File: src/rtl/ph1_cfg_pkg.sv
// Shared address map, group/state encodings and the coefficient Q-format for the
// Phase-1 DFE coefficient loader.
package ph1_cfg_pkg;

  localparam int ADDR_W      = 8;
  localparam int COEFF_FRAC  = 18;

  localparam int TAP_BASE    = 0;
  localparam int TAP_SIZE    = 72;
  localparam int NUM_SIZE    = 3;
  localparam int DEN_SIZE    = 2;
  localparam int NUM24_BASE  = 72;
  localparam int DEN24_BASE  = 75;
  localparam int NUM2_BASE   = 77;
  localparam int DEN2_BASE   = 80;
  localparam int NUM1_BASE   = 82;
  localparam int DEN1_BASE   = 85;
  localparam int BYPASS_ADDR = 87;
  localparam int ADDR_LIMIT  = 88;
  localparam int NUM_GROUPS  = 7;

  typedef enum logic [2:0] {
    G_FRAC  = 3'd0,
    G_NUM24 = 3'd1,
    G_DEN24 = 3'd2,
    G_NUM2  = 3'd3,
    G_DEN2  = 3'd4,
    G_NUM1  = 3'd5,
    G_DEN1  = 3'd6
  } group_e;

  typedef enum logic {
    IDLE = 1'b0,
    WALK = 1'b1
  } state_e;

  // Caller guarantees a < BYPASS_ADDR.
  function automatic group_e addr_group(input int a);
    if (a < NUM24_BASE)      return G_FRAC;
    else if (a < DEN24_BASE) return G_NUM24;
    else if (a < NUM2_BASE)  return G_DEN24;
    else if (a < DEN2_BASE)  return G_NUM2;
    else if (a < NUM1_BASE)  return G_DEN2;
    else if (a < DEN1_BASE)  return G_NUM1;
    else                     return G_DEN1;
  endfunction

endpackage

File: src/rtl/ph1_coeff_loader.sv
// Shadow-register coefficient loader for the Phase-1 DFE chain: addressed writes
// fill the shadows, a commit walks the seven groups issuing write pulses for dirty ones.
module ph1_coeff_loader
  import ph1_cfg_pkg::*;
#(
  parameter int COEFF_WIDTH     = 20,
  parameter int N_TAP           = 72,
  parameter int NUM_COEFF_DEPTH = 3,
  parameter int DEN_COEFF_DEPTH = 2,
  parameter int ADDR_WIDTH      = ADDR_W
) (
  input  logic                                   clk,
  input  logic                                   rst_n,
  input  logic                                   cfg_valid,
  output logic                                   cfg_ready,
  input  logic [ADDR_WIDTH-1:0]                  cfg_addr,
  input  logic [COEFF_WIDTH-1:0]                 cfg_data,
  input  logic                                   cfg_commit,
  output logic                                   cfg_err,
  output logic                                   busy,
  output logic                                   frac_dec_coeff_wr_en,
  output logic [COEFF_WIDTH*N_TAP-1:0]           frac_dec_coeff_data_out,
  output logic                                   iir_num_coeff_2_4_wr_en,
  output logic                                   iir_den_coeff_2_4_wr_en,
  output logic                                   iir_num_coeff_2_wr_en,
  output logic                                   iir_den_coeff_2_wr_en,
  output logic                                   iir_num_coeff_1_wr_en,
  output logic                                   iir_den_coeff_1_wr_en,
  output logic [COEFF_WIDTH*NUM_COEFF_DEPTH-1:0] iir_num_coeff_2_4_out,
  output logic [COEFF_WIDTH*NUM_COEFF_DEPTH-1:0] iir_num_coeff_2_out,
  output logic [COEFF_WIDTH*NUM_COEFF_DEPTH-1:0] iir_num_coeff_1_out,
  output logic [COEFF_WIDTH*DEN_COEFF_DEPTH-1:0] iir_den_coeff_2_4_out,
  output logic [COEFF_WIDTH*DEN_COEFF_DEPTH-1:0] iir_den_coeff_2_out,
  output logic [COEFF_WIDTH*DEN_COEFF_DEPTH-1:0] iir_den_coeff_1_out,
  output logic                                   iir_bypass_2_4,
  output logic                                   iir_bypass_2,
  output logic                                   iir_bypass_1
);

  // The shadow layout is fixed by the package address map.
  if (N_TAP != TAP_SIZE || NUM_COEFF_DEPTH != NUM_SIZE ||
      DEN_COEFF_DEPTH != DEN_SIZE || COEFF_FRAC >= COEFF_WIDTH) begin : g_bad_cfg
    $error("ph1_coeff_loader: parameters disagree with ph1_cfg_pkg address map");
  end

  localparam logic [ADDR_WIDTH-1:0] A_BYP = ADDR_WIDTH'(BYPASS_ADDR);
  localparam logic [ADDR_WIDTH-1:0] A_LIM = ADDR_WIDTH'(ADDR_LIMIT);

  state_e                        state_q;
  group_e                        grp_q;
  logic [NUM_GROUPS-1:0]         dirty_q, dirty_d;
  logic                          byp_pend_q, byp_pend_d;
  logic [2:0]                    byp_shadow_q, byp_shadow_d;
  logic [2:0]                    bypass_q;
  logic                          err_q;
  logic signed [COEFF_WIDTH-1:0] coef_q [BYPASS_ADDR];
  logic [NUM_GROUPS-1:0]         wr_pulse;

  logic wr_acc, commit_acc, wr_coef, wr_byp, wr_bad;

  assign cfg_ready  = (state_q == IDLE);
  assign busy       = (state_q == WALK);
  assign wr_acc     = cfg_valid && cfg_ready;
  assign commit_acc = cfg_commit && cfg_ready;
  assign wr_coef    = wr_acc && (cfg_addr < A_BYP);
  assign wr_byp     = wr_acc && (cfg_addr == A_BYP);
  assign wr_bad     = wr_acc && (cfg_addr >= A_LIM);

  // Writes are blocked while walking, so set and clear never collide.
  always_comb begin
    dirty_d      = dirty_q;
    byp_pend_d   = byp_pend_q | wr_byp;
    byp_shadow_d = wr_byp ? cfg_data[2:0] : byp_shadow_q;
    if (wr_coef) dirty_d[addr_group(int'(cfg_addr))] = 1'b1;
    if (state_q == WALK) dirty_d[grp_q] = 1'b0;
  end

  always_ff @(posedge clk or negedge rst_n) begin
    if (!rst_n) begin
      state_q      <= IDLE;
      grp_q        <= G_FRAC;
      dirty_q      <= '0;
      byp_pend_q   <= 1'b0;
      byp_shadow_q <= '0;
      bypass_q     <= '0;
      err_q        <= 1'b0;
    end else begin
      err_q        <= wr_bad;
      dirty_q      <= dirty_d;
      byp_shadow_q <= byp_shadow_d;
      byp_pend_q   <= byp_pend_d;
      case (state_q)
        IDLE: begin
          if (commit_acc) begin
            state_q <= WALK;
            grp_q   <= G_FRAC;
            // Bypass flags go live together with the first group pulse.
            if (byp_pend_d) begin
              bypass_q   <= byp_shadow_d;
              byp_pend_q <= 1'b0;
            end
          end
        end
        WALK: begin
          if (grp_q == G_DEN1) begin
            state_q <= IDLE;
            grp_q   <= G_FRAC;
          end else begin
            grp_q <= group_e'(grp_q + 3'd1);
          end
        end
        default: state_q <= IDLE;
      endcase
    end
  end

  always_ff @(posedge clk or negedge rst_n) begin
    if (!rst_n) begin
      for (int i = 0; i < BYPASS_ADDR; i++) coef_q[i] <= '0;
    end else if (wr_coef) begin
      for (int i = 0; i < BYPASS_ADDR; i++)
        if (cfg_addr == ADDR_WIDTH'(i)) coef_q[i] <= cfg_data;
    end
  end

  assign wr_pulse = (state_q == WALK) ? (dirty_q & (NUM_GROUPS'(1) << grp_q)) : '0;

  assign frac_dec_coeff_wr_en    = wr_pulse[G_FRAC];
  assign iir_num_coeff_2_4_wr_en = wr_pulse[G_NUM24];
  assign iir_den_coeff_2_4_wr_en = wr_pulse[G_DEN24];
  assign iir_num_coeff_2_wr_en   = wr_pulse[G_NUM2];
  assign iir_den_coeff_2_wr_en   = wr_pulse[G_DEN2];
  assign iir_num_coeff_1_wr_en   = wr_pulse[G_NUM1];
  assign iir_den_coeff_1_wr_en   = wr_pulse[G_DEN1];

  assign cfg_err        = err_q;
  assign iir_bypass_2_4 = bypass_q[0];
  assign iir_bypass_2   = bypass_q[1];
  assign iir_bypass_1   = bypass_q[2];

  for (genvar k = 0; k < N_TAP; k++) begin : g_tap
    assign frac_dec_coeff_data_out[k*COEFF_WIDTH +: COEFF_WIDTH] = coef_q[TAP_BASE+k];
  end

  for (genvar k = 0; k < NUM_COEFF_DEPTH; k++) begin : g_num
    assign iir_num_coeff_2_4_out[k*COEFF_WIDTH +: COEFF_WIDTH] = coef_q[NUM24_BASE+k];
    assign iir_num_coeff_2_out[k*COEFF_WIDTH +: COEFF_WIDTH]   = coef_q[NUM2_BASE+k];
    assign iir_num_coeff_1_out[k*COEFF_WIDTH +: COEFF_WIDTH]   = coef_q[NUM1_BASE+k];
  end

  for (genvar k = 0; k < DEN_COEFF_DEPTH; k++) begin : g_den
    assign iir_den_coeff_2_4_out[k*COEFF_WIDTH +: COEFF_WIDTH] = coef_q[DEN24_BASE+k];
    assign iir_den_coeff_2_out[k*COEFF_WIDTH +: COEFF_WIDTH]   = coef_q[DEN2_BASE+k];
    assign iir_den_coeff_1_out[k*COEFF_WIDTH +: COEFF_WIDTH]   = coef_q[DEN1_BASE+k];
  end

endmodule

File: config.mk
export PLATFORM = sky130hd
export DESIGN_NAME = ph1_coeff_loader
export DESIGN_NICKNAME = d
export VERILOG_FILES = /design/src/rtl/ph1_cfg_pkg.sv /design/src/rtl/ph1_coeff_loader.sv
export SDC_FILE = /design/constraint.sdc
export NUM_CORES = 2
export LEC_CHECK = 0
export ABC_AREA = 1
export CAP_MARGIN = 20
export CORE_AREA = 2 2 703 705
export DETAILED_ROUTE_END_ITERATION = 8
export DIE_AREA = 0 0 705 707
export SLEW_MARGIN = 20
export SYNTH_ARGS = -nofsm -noshare
export SYNTH_HDL_FRONTEND = slang
export SYNTH_SLANG_ARGS = --single-unit
File: constraint.sdc
create_clock -name clk -period 3.2 [get_ports clk]
set_input_delay 0.32 -clock clk [delete_from_list [all_inputs] [get_ports clk]]
set_output_delay 0.32 -clock clk [all_outputs]
set_load 0.005 [all_outputs]
==> run metrics <==
Final ANT Viol Nets 0; Syn Inst Count ~6100; Max Clk Rate about 330 MHz; CTS Sinks 1759; FF+latch area between 0.04 and 0.05 mm2; Worst-Skew Late Latency ~0.91 ns; drt via density about 3.6; Max-Cap Viols 0; yosys warns 0; H-tree levels 4; vias in the first global route between 50000 and 60000; initial antenna violation count 38; Crit Path Class flop to output port; largest net degree at the start of global routing 111; clk_skew between 0.06 and 0.07 ns; Hold Violations, Final 0; Slew Viols, Final 0; RSZ-0062 raised after global routing false; final std cells w/o fill approximately 14000; hold_ws 0.0778 ns; cell count after placement ~14000; FF-to-FF path depth 8; Starting Density 0.128; Die W around 710 um; syn_area_per_cell between 10 and 15 um2; Reg2Reg Setup Slack ~0.24 ns; clock-pin slew on the worst setup and hold paths approximately 0.050 ns; Rel. slew slack 0.324; worst vdd ir around 500 uV; first-pass detailed-route iteration total 5; total core area approximately 0.5 mm2; CTS tree done; dpl hpwl ~220 mm; P&R area growth vs syn 55.0%; timing endpoint of the critical path iir_den_coeff_2_4_wr_en; Tot Pwr around 49 mW; status completed; Nets ~7800; number of synthesized register bits about 1800; Yosys cell types 25; gpl congestion approximately 0.8; min cycle time layout approximately 3 ns; net count after synthesis 6107; FP Rows approximately 260; GRT Residual Overflow 0; Max Root-Sink Buffers 4; CTS Buf Count roughly 200; Worst Tran Pin Value a little over 1 ns; fin util 0.198; Leakage a little over 40 nW; Seq/Total Area, Yosys 0.701; IO Port Bufs approximately 1800; drt total wl 313 mm; critical path capture point type output port; I/O pin cnt 1785; FILL cells approximately 54000; Worst Hold Class primary input to async pin; # DRC 0; pwr dens just over 500 mW/mm2; critical path data arrival time between 2 and 3 ns; wire length per cell 21.6 um; via count 51600; root buf cell clkbuf_16; worst setup path start busy; die area roughly 0.5 mm2; first-pass GRT wire length 426 mm; layout cells sized above 1 0.0836; Detailed Route Iter0 Violations around 4500; Final period util 0.937; Worst setup SP type flop; area occupied by multi-input gates 0.0164 mm2; die height approximately 700 um; GRT Total Usage 0.120; # setup viols final 0; cell area after synthesis about 0.063 mm2; Worst EP required roughly 2.9 ns; R2R Path Start busy; FF-to-FF End frac_dec_coeff_data_out[47]; Crit Path Max Fanout 6
==> area by class of cell <==
cell class | instances | area share
Clock buffer | 281 | 0.0585
Clock inverter | 74 | 0.00965
Timing Repair Buffer | 2057 | 0.222
Antenna cell | 28 | 0.000720
Sequential cell | 1759 | 0.453
Multi-Input combinational cell | 3697 | 0.169
Tap cell | 6500 | 0.0836
Inverter | 82 | 0.00421
==> cells in the final DEF, fill, tap and decap left out, types with 11 or more instances in the layout <==
master and instances:
a21oi_1 11, buf_12 132, buf_4 141, bufinv_16 16, clkbuf_1 42, clkbuf_16 199
clkbuf_8 40, clkdlybuf4s50_1 1777, clkinv_2 35, clkinvlp_4 11, dfrtp_1 1759, diode_2 28
inv_1 53, inv_6 24, nand2_1 1818, nand2_2 18, nand4_1 28, nor2_1 24
nor2_4 15, o21ai_0 1694, o21ai_1 59
==> how the worst min path moves through the flow <==
stage | to | slack (ns) | depth (start not counted)
3_5_place_dp | frac_dec_coeff_data_out[495] | 0.31 | 1
2_1_floorplan | busy | 0.02 | 0
4_1_cts | iir_num_coeff_1_out[9] | 0.01 | 3
5_1_grt | cfg_err | 0.04 | 3
3_3_place_gp | frac_dec_coeff_data_out[495] | 0.31 | 1
6_report | frac_dec_coeff_data_out[495] | 0.08 | 2
==> through the flow <==
step                TNS [ns]  cell area [um2]  setup WS (ns)
global placement      -10.50            90500         -0.157
CTS                        0            97200        0.00794
finish                     0            97300          0.203
global route               0            97200         0.0156
detailed placement    -13.31            90500         -0.170
floorplan                  0            62800           1.42
==> metal layers <==
| metal | track usage | share of wire |
|---|---|---|
| met5 | 0 | 0.000042 |
| met3 | 0.0318 | 0.077 |
| met1 | 0.147 | 0.40 |
| met4 | 0.0387 | 0.031 |
| met2 | 0.204 | 0.49 |
==> worst max-delay path: stages (launching register included) <==
cell and delay (ns):
dfrtp_1 0.49, inv_1 0.25, nor2_2 0.24, nand2_1 0.12, nor2_1 0.11, clkdlybuf4s50_1 0.61
==> power breakdown <==
part           internal, mW  switching, mW
sequential             22.5          0.195
combinational         0.916           2.04
clock                  13.7           9.80
==> repair_timing <==
action                     CTS  global route
gates cloned                 0             0
hold buffers                 1             0
gates resized for setup      8             1
pin swaps                    0             1
hold endpoints to repair   229             0
setup buffers                0             2
setup endpoints to repair    7             7
==> cells by family (layout without fill, tap and decap cells) <==
kind of cell / Yosys count / in the layout / share of synthesized area
AOI/OAI and AO/OA: 1768 / 1768 / 0.141
adders and majority gates: 1 / 1 / 0.000199
buffers and inverters: 618 / 2494 / 0.0393
DFF: 1759 / 1759 / 0.701
other: 0 / 28 / 0
and+or+nand+nor: 1928 / 1928 / 0.118
==> state kept, by name (all words and copies together), names as in the netlist <==
name,cells
cfg_err,1
iir_den_coeff_2_4_out,40
grp_q,3
iir_num_coeff_2_out,60
busy,1
frac_dec_coeff_data_out,1440
iir_den_coeff_1_out,40
iir_num_coeff_2_4_out,60
byp_shadow_q,3
byp_pend_q,1
dirty_q,7
iir_den_coeff_2_out,40
bypass_q,3
iir_num_coeff_1_out,60
==> Yosys cell counts <==
| library cell | instances | area (um2) |
|---|---|---|
| inv_2 | 8 | 30.0 |
| inv_1 | 74 | 278 |
| nand3_4 | 1 | 17.5 |
| nand2_2 | 1 | 6.26 |
| nor2_1 | 36 | 135 |
| ha_1 | 1 | 12.5 |
| a21oi_1 | 11 | 55.1 |
| nor3_2 | 3 | 30.0 |
| nor2_4 | 2 | 22.5 |
| clkbuf_1 | 424 | 1590 |
| nor3_1 | 3 | 15.0 |
| nand4_1 | 28 | 175 |
| dfrtp_1 | 1759 | 44000 |
| buf_2 | 111 | 556 |
| a2bb2oi_1 | 1 | 8.76 |
| nor2_2 | 8 | 50.1 |
| o21ai_1 | 59 | 295 |
| nand3_1 | 8 | 40.0 |
| nand3b_1 | 1 | 7.51 |
| and3_1 | 1 | 6.26 |
| a21oi_2 | 1 | 8.76 |
| o21ai_0 | 1694 | 8480 |
| nand2_1 | 1836 | 6890 |
| o22ai_1 | 2 | 12.5 |
| buf_6 | 1 | 11.3 |
(Power assumes the default switching activity.)
